### src/rtl/bird_motion_ctrl.sv
// Bird motion controller: synchronizes the flap key, times gravity and flap steps, and tracks the game state.
// Optional FLAP_AUTOREPEAT_EN: a held key keeps flapping with up steps FLAP_GAP apart.
module bird_motion_ctrl #(
    parameter int GRAVITY_PERIOD = 12_500_000,
    parameter int FLAP_STEPS     = 2,
    parameter int FLAP_GAP       = 4_000_000,
    parameter int CNT_W          = 24
) (
    input  logic Clock,
    input  logic RST,
    input  logic key_n,
    input  logic start,
    input  logic crash,
    output logic up,
    output logic down,
    output logic running
);

    localparam int SW = (FLAP_STEPS > 1) ? $clog2(FLAP_STEPS) : 1;
    localparam logic [CNT_W-1:0] GRAV_LAST = CNT_W'(GRAVITY_PERIOD - 1);
    localparam logic [CNT_W-1:0] GAP_LAST  = CNT_W'(FLAP_GAP - 1);
    localparam logic [SW-1:0]    STEPS_RELOAD = SW'(FLAP_STEPS - 1);

    typedef enum logic [1:0] {IDLE, RUN, FLAP, DEAD} state_t;

    state_t           state, state_d;
    logic             sync1, sync2, key_prev;
    logic             press, held;
    logic [CNT_W-1:0] grav, grav_d, gap, gap_d;
    logic [SW-1:0]    steps, steps_d;
    logic             up_d, down_d, running_d;

    // Synchronizer idles at 1 so reset never looks like a press.
    always_ff @(posedge Clock or negedge RST) begin
        if (!RST) begin
            sync1    <= 1'b1;
            sync2    <= 1'b1;
            key_prev <= 1'b1;
        end else begin
            sync1    <= key_n;
            sync2    <= sync1;
            key_prev <= sync2;
        end
    end

    assign press = key_prev & ~sync2;
`ifdef FLAP_AUTOREPEAT_EN
    assign held = ~sync2;
`else
    assign held = 1'b0;
`endif

    always_comb begin
        state_d = state;
        grav_d  = grav;
        gap_d   = gap;
        steps_d = steps;
        up_d    = 1'b0;
        down_d  = 1'b0;
        case (state)
            IDLE: begin
                grav_d = '0;
                gap_d  = '0;
                if (start) state_d = RUN;
            end
            RUN: begin
                if (crash) begin
                    state_d = DEAD;
                    grav_d  = '0;
                end else if (press) begin
                    state_d = FLAP;
                    up_d    = 1'b1;
                    steps_d = STEPS_RELOAD;
                    gap_d   = '0;
                    grav_d  = '0;
                end else if (grav == GRAV_LAST) begin
                    down_d = 1'b1;
                    grav_d = '0;
                end else begin
                    grav_d = grav + 1'b1;
                end
            end
            FLAP: begin
                grav_d = '0;
                if (crash) begin
                    state_d = DEAD;
                    gap_d   = '0;
                end else if (press) begin
                    up_d    = 1'b1;
                    steps_d = STEPS_RELOAD;
                    gap_d   = '0;
                end else if (steps == '0 && !held) begin
                    state_d = RUN;
                    gap_d   = '0;
                end else if (gap == GAP_LAST) begin
                    // With steps exhausted and the key held, keep the same cadence and reload.
                    up_d    = 1'b1;
                    gap_d   = '0;
                    steps_d = (steps == '0) ? STEPS_RELOAD : steps - 1'b1;
                end else begin
                    gap_d = gap + 1'b1;
                end
            end
            DEAD: begin
                grav_d = '0;
                gap_d  = '0;
                if (start) state_d = IDLE;
            end
            default: state_d = IDLE;
        endcase
        running_d = (state_d == RUN) || (state_d == FLAP);
    end

    always_ff @(posedge Clock or negedge RST) begin
        if (!RST) begin
            state   <= IDLE;
            grav    <= '0;
            gap     <= '0;
            steps   <= '0;
            up      <= 1'b0;
            down    <= 1'b0;
            running <= 1'b0;
        end else begin
            state   <= state_d;
            grav    <= grav_d;
            gap     <= gap_d;
            steps   <= steps_d;
            up      <= up_d;
            down    <= down_d;
            running <= running_d;
        end
    end

endmodule

### config.mk
export PLATFORM = sky130hd
export DESIGN_NAME = bird_motion_ctrl
export DESIGN_NICKNAME = d
export VERILOG_FILES = /design/src/rtl/bird_motion_ctrl.sv
export SDC_FILE = /design/constraint.sdc
export NUM_CORES = 1
export LEC_CHECK = 0
export CAP_MARGIN = 0
export CORE_UTILIZATION = 46
export DETAILED_ROUTE_END_ITERATION = 7
export HOLD_SLACK_MARGIN = 0.12
export PLACE_DENSITY = 0.73
export SLEW_MARGIN = 20
export SYNTH_ARGS = -nofsm -noshare
export SYNTH_HDL_FRONTEND = slang
export SYNTH_SLANG_ARGS = --single-unit
### constraint.sdc
create_clock -name Clock -period 3.5 [get_ports Clock]
set_input_delay 0.35 -clock Clock [delete_from_list [all_inputs] [get_ports Clock]]
set_output_delay 0.35 -clock Clock [all_outputs]
set_load 0.01 [all_outputs]
### After elaboration in Yosys (flattened, before gate mapping)

Cells that the tools add are included.
Widths: inputs -> output; s select.

| word-level totals | value |
|---|---|
| register bits | 57 |
| output and inout bits | 3 |

| operators by class | value |
|---|---|
| add/subtract/negate cells | 3 |
| equality and inequality tests | 10 |
| multiplexer cells | 37 |
| bitwise operators | 2 |
| reductions and logical operators | 7 |

Operators by type and width:

| cell | number |
|---|---|
| $mux 24 | 9 |
| $pmux 24 s3 | 1 |
| $add 24x1->24 const B | 2 |
| $pmux 24 s2 | 1 |
| $eq 24x22->1 const B | 1 |
| $eq 24x24->1 const B | 1 |
| $mux 1 | 16 |
| $mux 2 | 7 |
| $pmux 2 s4 | 1 |
| $eq 2x2->1 const B | 3 |
| $ne 2x2->1 const B | 3 |
| $eq 2x1->1 const B | 2 |
| $pmux 1 s2 | 2 |
| $reduce_and 4->1 | 1 |
| $reduce_or 3->1 | 1 |
| $logic_not 2->1 | 1 |
| $reduce_and 2->1 | 1 |
| $reduce_bool 2->1 | 1 |
| $reduce_or 2->1 | 1 |
| $and 1x1->1 | 1 |
| $logic_or 1x1->1 | 1 |
| $not 1->1 | 1 |
| $sub 1x1->1 const B | 1 |

### Logic depth before layout (Yosys ltp)

| depth | value |
|---|---|
| depth in word-level cells | 7 |
| gate-level depth with buffers | 8 |

### Least setup slack after synthesis

OpenSTA, ideal clock, no wires.

| timing path | value |
|---|---|
| path kind | reg2reg |
| start | register state[0] |
| end | register gap[13] |
| setup time | 82 ps |
| arrival | 1765 ps |
| data required time | 3418 ps |
| setup slack | 1653 ps |
| stages on the path, launching flop included | 9 |
| buffers on the path | 1 |
| clock period less this slack | 1847 ps |
| cell sequence | dfrtp_1 inv_1 ha_1 inv_1 nor4_2 and2b_1 buf_2 a41oi_1 a31oi_1 |

| on the way | value |
|---|---|
| cells in the longest elaborated chain, start to end | 3 |
| elaborated cells on any way between the ends | 9 |
| those cells by class | 5 x eq/ne; 1 x mux; 3 x reduce/logical |

Ends and longest elaborated chain:

| what | line | source |
|---|---|---|
| from (decl) | 26 | `state_t state, state_d;` |
| from (signal assigned) | 124 | `state <= state_d;` |
| $eq 2x2->1 (tied with other cells) | 60 | `case (state)` |
| $reduce_or 2->1 (no line) or $ne 2x2->1 (tied branches) | n/a |  |
| $pmux 24 s3 or $reduce_and 2->1 (tied branches) | n/a |  |
| to (signal assigned) | 126 | `gap <= gap_d;` |
| to (decl) | 29 | `logic [CNT_W-1:0] grav, grav_d, gap, gap_d;` |

Parallel ways exist; a longest one is shown, timed or not.
A chain may end at the register's enable or synchronous reset.

### Final worst setup path

| timing path | value |
|---|---|
| start | register gap[0] |
| end | register up |

| on the way | value |
|---|---|
| cells in the longest elaborated chain, start to end | 6 |

Ends and longest elaborated chain:

| what | line | source |
|---|---|---|
| $eq 24x22->1 | 95 | `end else if (gap == GAP_LAST) begin` |
| $mux 1 | 95 |  |
| $mux 1 | 92 | `end else if (steps == '0 && !held) begin` |
| $mux 1 | 88 | `end else if (press) begin` |
| $mux 1 | 85 | `if (crash) begin` |
| $pmux 1 s2 | 60 |  |
| via up_d | 31 | `logic up_d, down_d, running_d;` |
| to (signal assigned) | 128 | `up <= up_d;` |
| to (decl) | 14 | `output logic up,` |

The timed path passes the listed nets, and every way through them passes these cells.

==> impl_results.rst <==
.. list-table::
   :header-rows: 1

   * - Metric
     - Value
   * - Cts repair resizes
     - 0
   * - Leading cell type in the layout, fill and taps excluded
     - sky130_fd_sc_hd__dfrtp_1
   * - Post-Syn Nets
     - 349
   * - Die X-Extent
     - 84.3 µm
   * - Total instance count after detailed placement
     - 409
   * - Slowest cell on the critical path
     - sky130_fd_sc_hd__nand4_2
   * - List of cells traversed by the critical path
     - ha_1 > nand4_1 > nor2_2 > nand4_2 > o31a_1 > nor3b_1
   * - Min-Delay Path Class
     - in2async
   * - Largest area contributor in the synthesized netlist
     - sky130_fd_sc_hd__dfrtp_1
   * - Number of vias in the routed layout
     - 2514
   * - Hold-fix buffers at CTS
     - 0
   * - Peak supply drop
     - 221 µV
   * - Post CTS Setup Buffer Count
     - 0
   * - Number of cell rows
     - 29
   * - Routed len/inst
     - 14.5 µm
   * - Global-route wire length before repair
     - 10.8 mm
   * - Detail-routed via count per cell
     - 5.93
   * - Data required time of the worst path
     - 3750 ps
   * - Number of antenna violations at the first check in global routing
     - 0
   * - Fraction of final layout cells with drive strength greater than 1
     - 0.0951
   * - Result of the run
     - finished, violations left
   * - Drt total wl
     - 6.14 mm
   * - WP buf/inv
     - 0
   * - Number of diodes
     - 0
   * - Gate count of the mapped netlist
     - 338
   * - Reg-to-Reg Start
     - gap[0]
   * - Worst slew slack as a fraction of its limit
     - 0.407
   * - Buffer type at the clock tree root
     - sky130_fd_sc_hd__clkbuf_8
   * - Setup repair after global routing missed its margin
     - no
   * - Endpoint type of the worst setup path
     - flip-flop
   * - Drt first pass iters
     - 6
   * - Post-synthesis instance area
     - 0.00312 mm²
   * - Total number of clock tree sinks
     - 57
   * - Fin Setup TNS
     - 0 ps
   * - Top area cells in the synthesized netlist
     - sky130_fd_sc_hd__dfrtp_1 (43%), sky130_fd_sc_hd__nor2_1 (5.2%), sky130_fd_sc_hd__nand3_1 (4.8%)
   * - Data arrival, critical path
     - 2910 ps
   * - Final-report setup violation count
     - 0
   * - Number of hold violations in the final report
     - 0
   * - Highest clock frequency the design can meet
     - 0.376 GHz
   * - Warnings, synthesis
     - 0
   * - Longest Clk Path Bufs
     - 2
   * - Post-synth top area share
     - 0.434
   * - Final Cycle Share
     - 0.760
   * - Starting Density
     - 0.483
   * - Residual DRC count
     - 1
   * - Classification of the worst setup path
     - reg2reg
   * - Overall die height
     - 84.3 µm
   * - Io pins
     - 8
   * - Clock latency on the worst-skew pair
     - 340 ps
   * - Overflow left after global routing
     - 0
   * - Die footprint
     - 0.00711 mm²
   * - Total GRT Usage
     - 0.196
   * - Skew final
     - 9.07 ps
   * - Maximum cell stage delay along the critical path
     - 710 ps
   * - Crit path max fanout
     - 37
   * - Slew Limit Fails
     - 0
   * - CTS H-tree lvls
     - 3
   * - Footprint of the multi-input gates
     - 0.00156 mm²
   * - Post-Syn Area per Cell
     - 9.22 µm²
   * - Power per Cell Area
     - 462 mW/mm²
   * - Filler instances
     - 584
   * - Number of global-route vias before repair
     - 2438
   * - Estimated wirelength of the detail-placed design
     - 4.16 mm
   * - Final net count
     - 354
   * - Total core area
     - 0.00646 mm²
   * - Final GP Congestion
     - 0.849
   * - Filler-free cell count of the finished design
     - 424
   * - Register-to-register path setup slack
     - 840 ps
   * - Minimum clock period
     - 2660 ps
   * - Number of nets still failing antenna checks after routing
     - 0
   * - Combined flip-flop and latch cell area
     - 0.00143 mm²
   * - Actual slew at the worst max-slew pin
     - 887 ps
   * - Highest-count cells in the layout ignoring fill and taps
     - sky130_fd_sc_hd__dfrtp_1 (54), sky130_fd_sc_hd__nor2_1 (43), sky130_fd_sc_hd__nand3_1 (30)
   * - Violation count after the first detailed-route iteration
     - 259
   * - Synthesized flop and latch total
     - 57
   * - Family of cells with the greatest summed delay on the critical path
     - simple AND/OR/NAND/NOR gates
   * - Logic depth of the worst register-to-register path
     - 6
   * - Reg-to-reg endpoint
     - up
   * - Part of the Yosys area used for sequential elements
     - 0.459
   * - Max Cap Viol
     - 0
   * - Pin count of the biggest net entering global routing
     - 40
   * - Violations in the final reports
     - DRC
   * - Post-synthesis to final-layout area growth
     - 9.71%
   * - Number of clock buffers inserted by TritonCTS
     - 9
   * - Critical path startpoint category
     - flip-flop
   * - Clock transition at path regs
     - 70 ps
   * - CTS tree
     - yes
   * - Port Buffer Count
     - 7
   * - Leakage power
     - 1.34 nW
   * - Synth cell types
     - 50
-- synthesized netlist by cell type (all sizes together) --
cell type and count:
a2111oi 1, a21o 1, a21oi 6, a221o 1, a22oi 1, a2bb2oi 1
a311oi 1, a31oi 20, a32o 1, a41oi 3, and2 2, and2b 1
and3 7, and4 5, and4b 2, buf 3, clkbuf 14, dfrtp 54
dfstp 3, ha 6, inv 16, mux2i 1, nand2 27, nand2b 2
nand3 30, nand3b 3, nand4 20, nor2 44, nor2b 1, nor3 5
nor3b 2, nor4 6, nor4b 1, o211ai 2, o21a 2, o21ai 9
o22ai 2, o311ai 3, o31a 1, or3 2, or4 1, xnor2 13
xor2 12
-- metrics by stage --
stage	area (µm²)	utilization	setup WS, ps	total power, mW	hold slack [ps]
2_1_floorplan	3120	-	1650	0.936	54.4
3_3_place_gp	3240	0.502	947	1.03	346
3_5_place_dp	3240	0.502	862	1.03	353
4_1_cts	3420	0.529	849	1.60	143
5_1_grt	3420	0.529	559	1.67	190
6_report	3420	0.529	840	1.58	124
-- flip-flops by register name (all words and copies together), names as in the netlist --
signal    cells
grav         24
down          1
steps         1
up            1
sync2         1
sync1         1
gap          24
running       1
state         2
key_prev      1
-- metal layers --
metal | routed length, µm | share of wire | global-route usage | vias to the layer above
met5 | 0 | 0 | 0 | -
met4 | 78 | 0.013 | 0.107 | 0
met3 | 289 | 0.047 | 0.0698 | 10
met2 | 2950 | 0.48 | 0.305 | 61
met1 | 2830 | 0.46 | 0.238 | 1214
li1 | - | - | - | 1229
-- final cells by class --
type                    count  share of cell area
repair buffers             11              0.0278
multi-input cells         248               0.456
inverters                  16              0.0176
clock buffers              12              0.0483
well taps                  77              0.0282
clock inverters             3             0.00439
flip-flops and latches     57               0.418
-- power breakdown --
part / internal [mW] / switching, mW / leakage [nW]
sequential: 0.687 / 0.0193 / 0.776
combinational: 0.109 / 0.208 / 0.466
clock: 0.307 / 0.250 / 0.0980
total: 1.10 / 0.477 / 1.34
-- worst max path at each step --
stage / from / to / slack, ps / cells after the start
after floorplan: state[0] / gap[13] / 1650 / 8
after global placement: crash / gap[10] / 950 / 7
after detailed placement: gap[0] / up / 860 / 6
after CTS: gap[0] / up / 850 / 6
after global routing: gap[0] / up / 560 / 6
final: gap[0] / up / 840 / 6
-- cells by family (layout without fill, tap and decap cells) --
kind of cell	after synthesis	after routing	share of synthesized area
and+or+nand+nor	161	161	0.285
DFF	57	57	0.459
AOI/OAI and AO/OA	55	55	0.117
buffers and inverters	33	42	0.0413
xor gates and xnor gates	25	25	0.0703
adders and majority gates	6	6	0.0241
muxes	1	1	0.00321
-- worst register-to-register path: cells and delay by family, from the launching register on --
family	cells	cell delay, ps
fa+ha+maj	1	230
compound gates	1	540
simple gates	4	1400
flops	1	410
Note: power is estimated with default switching activity, not from simulation.
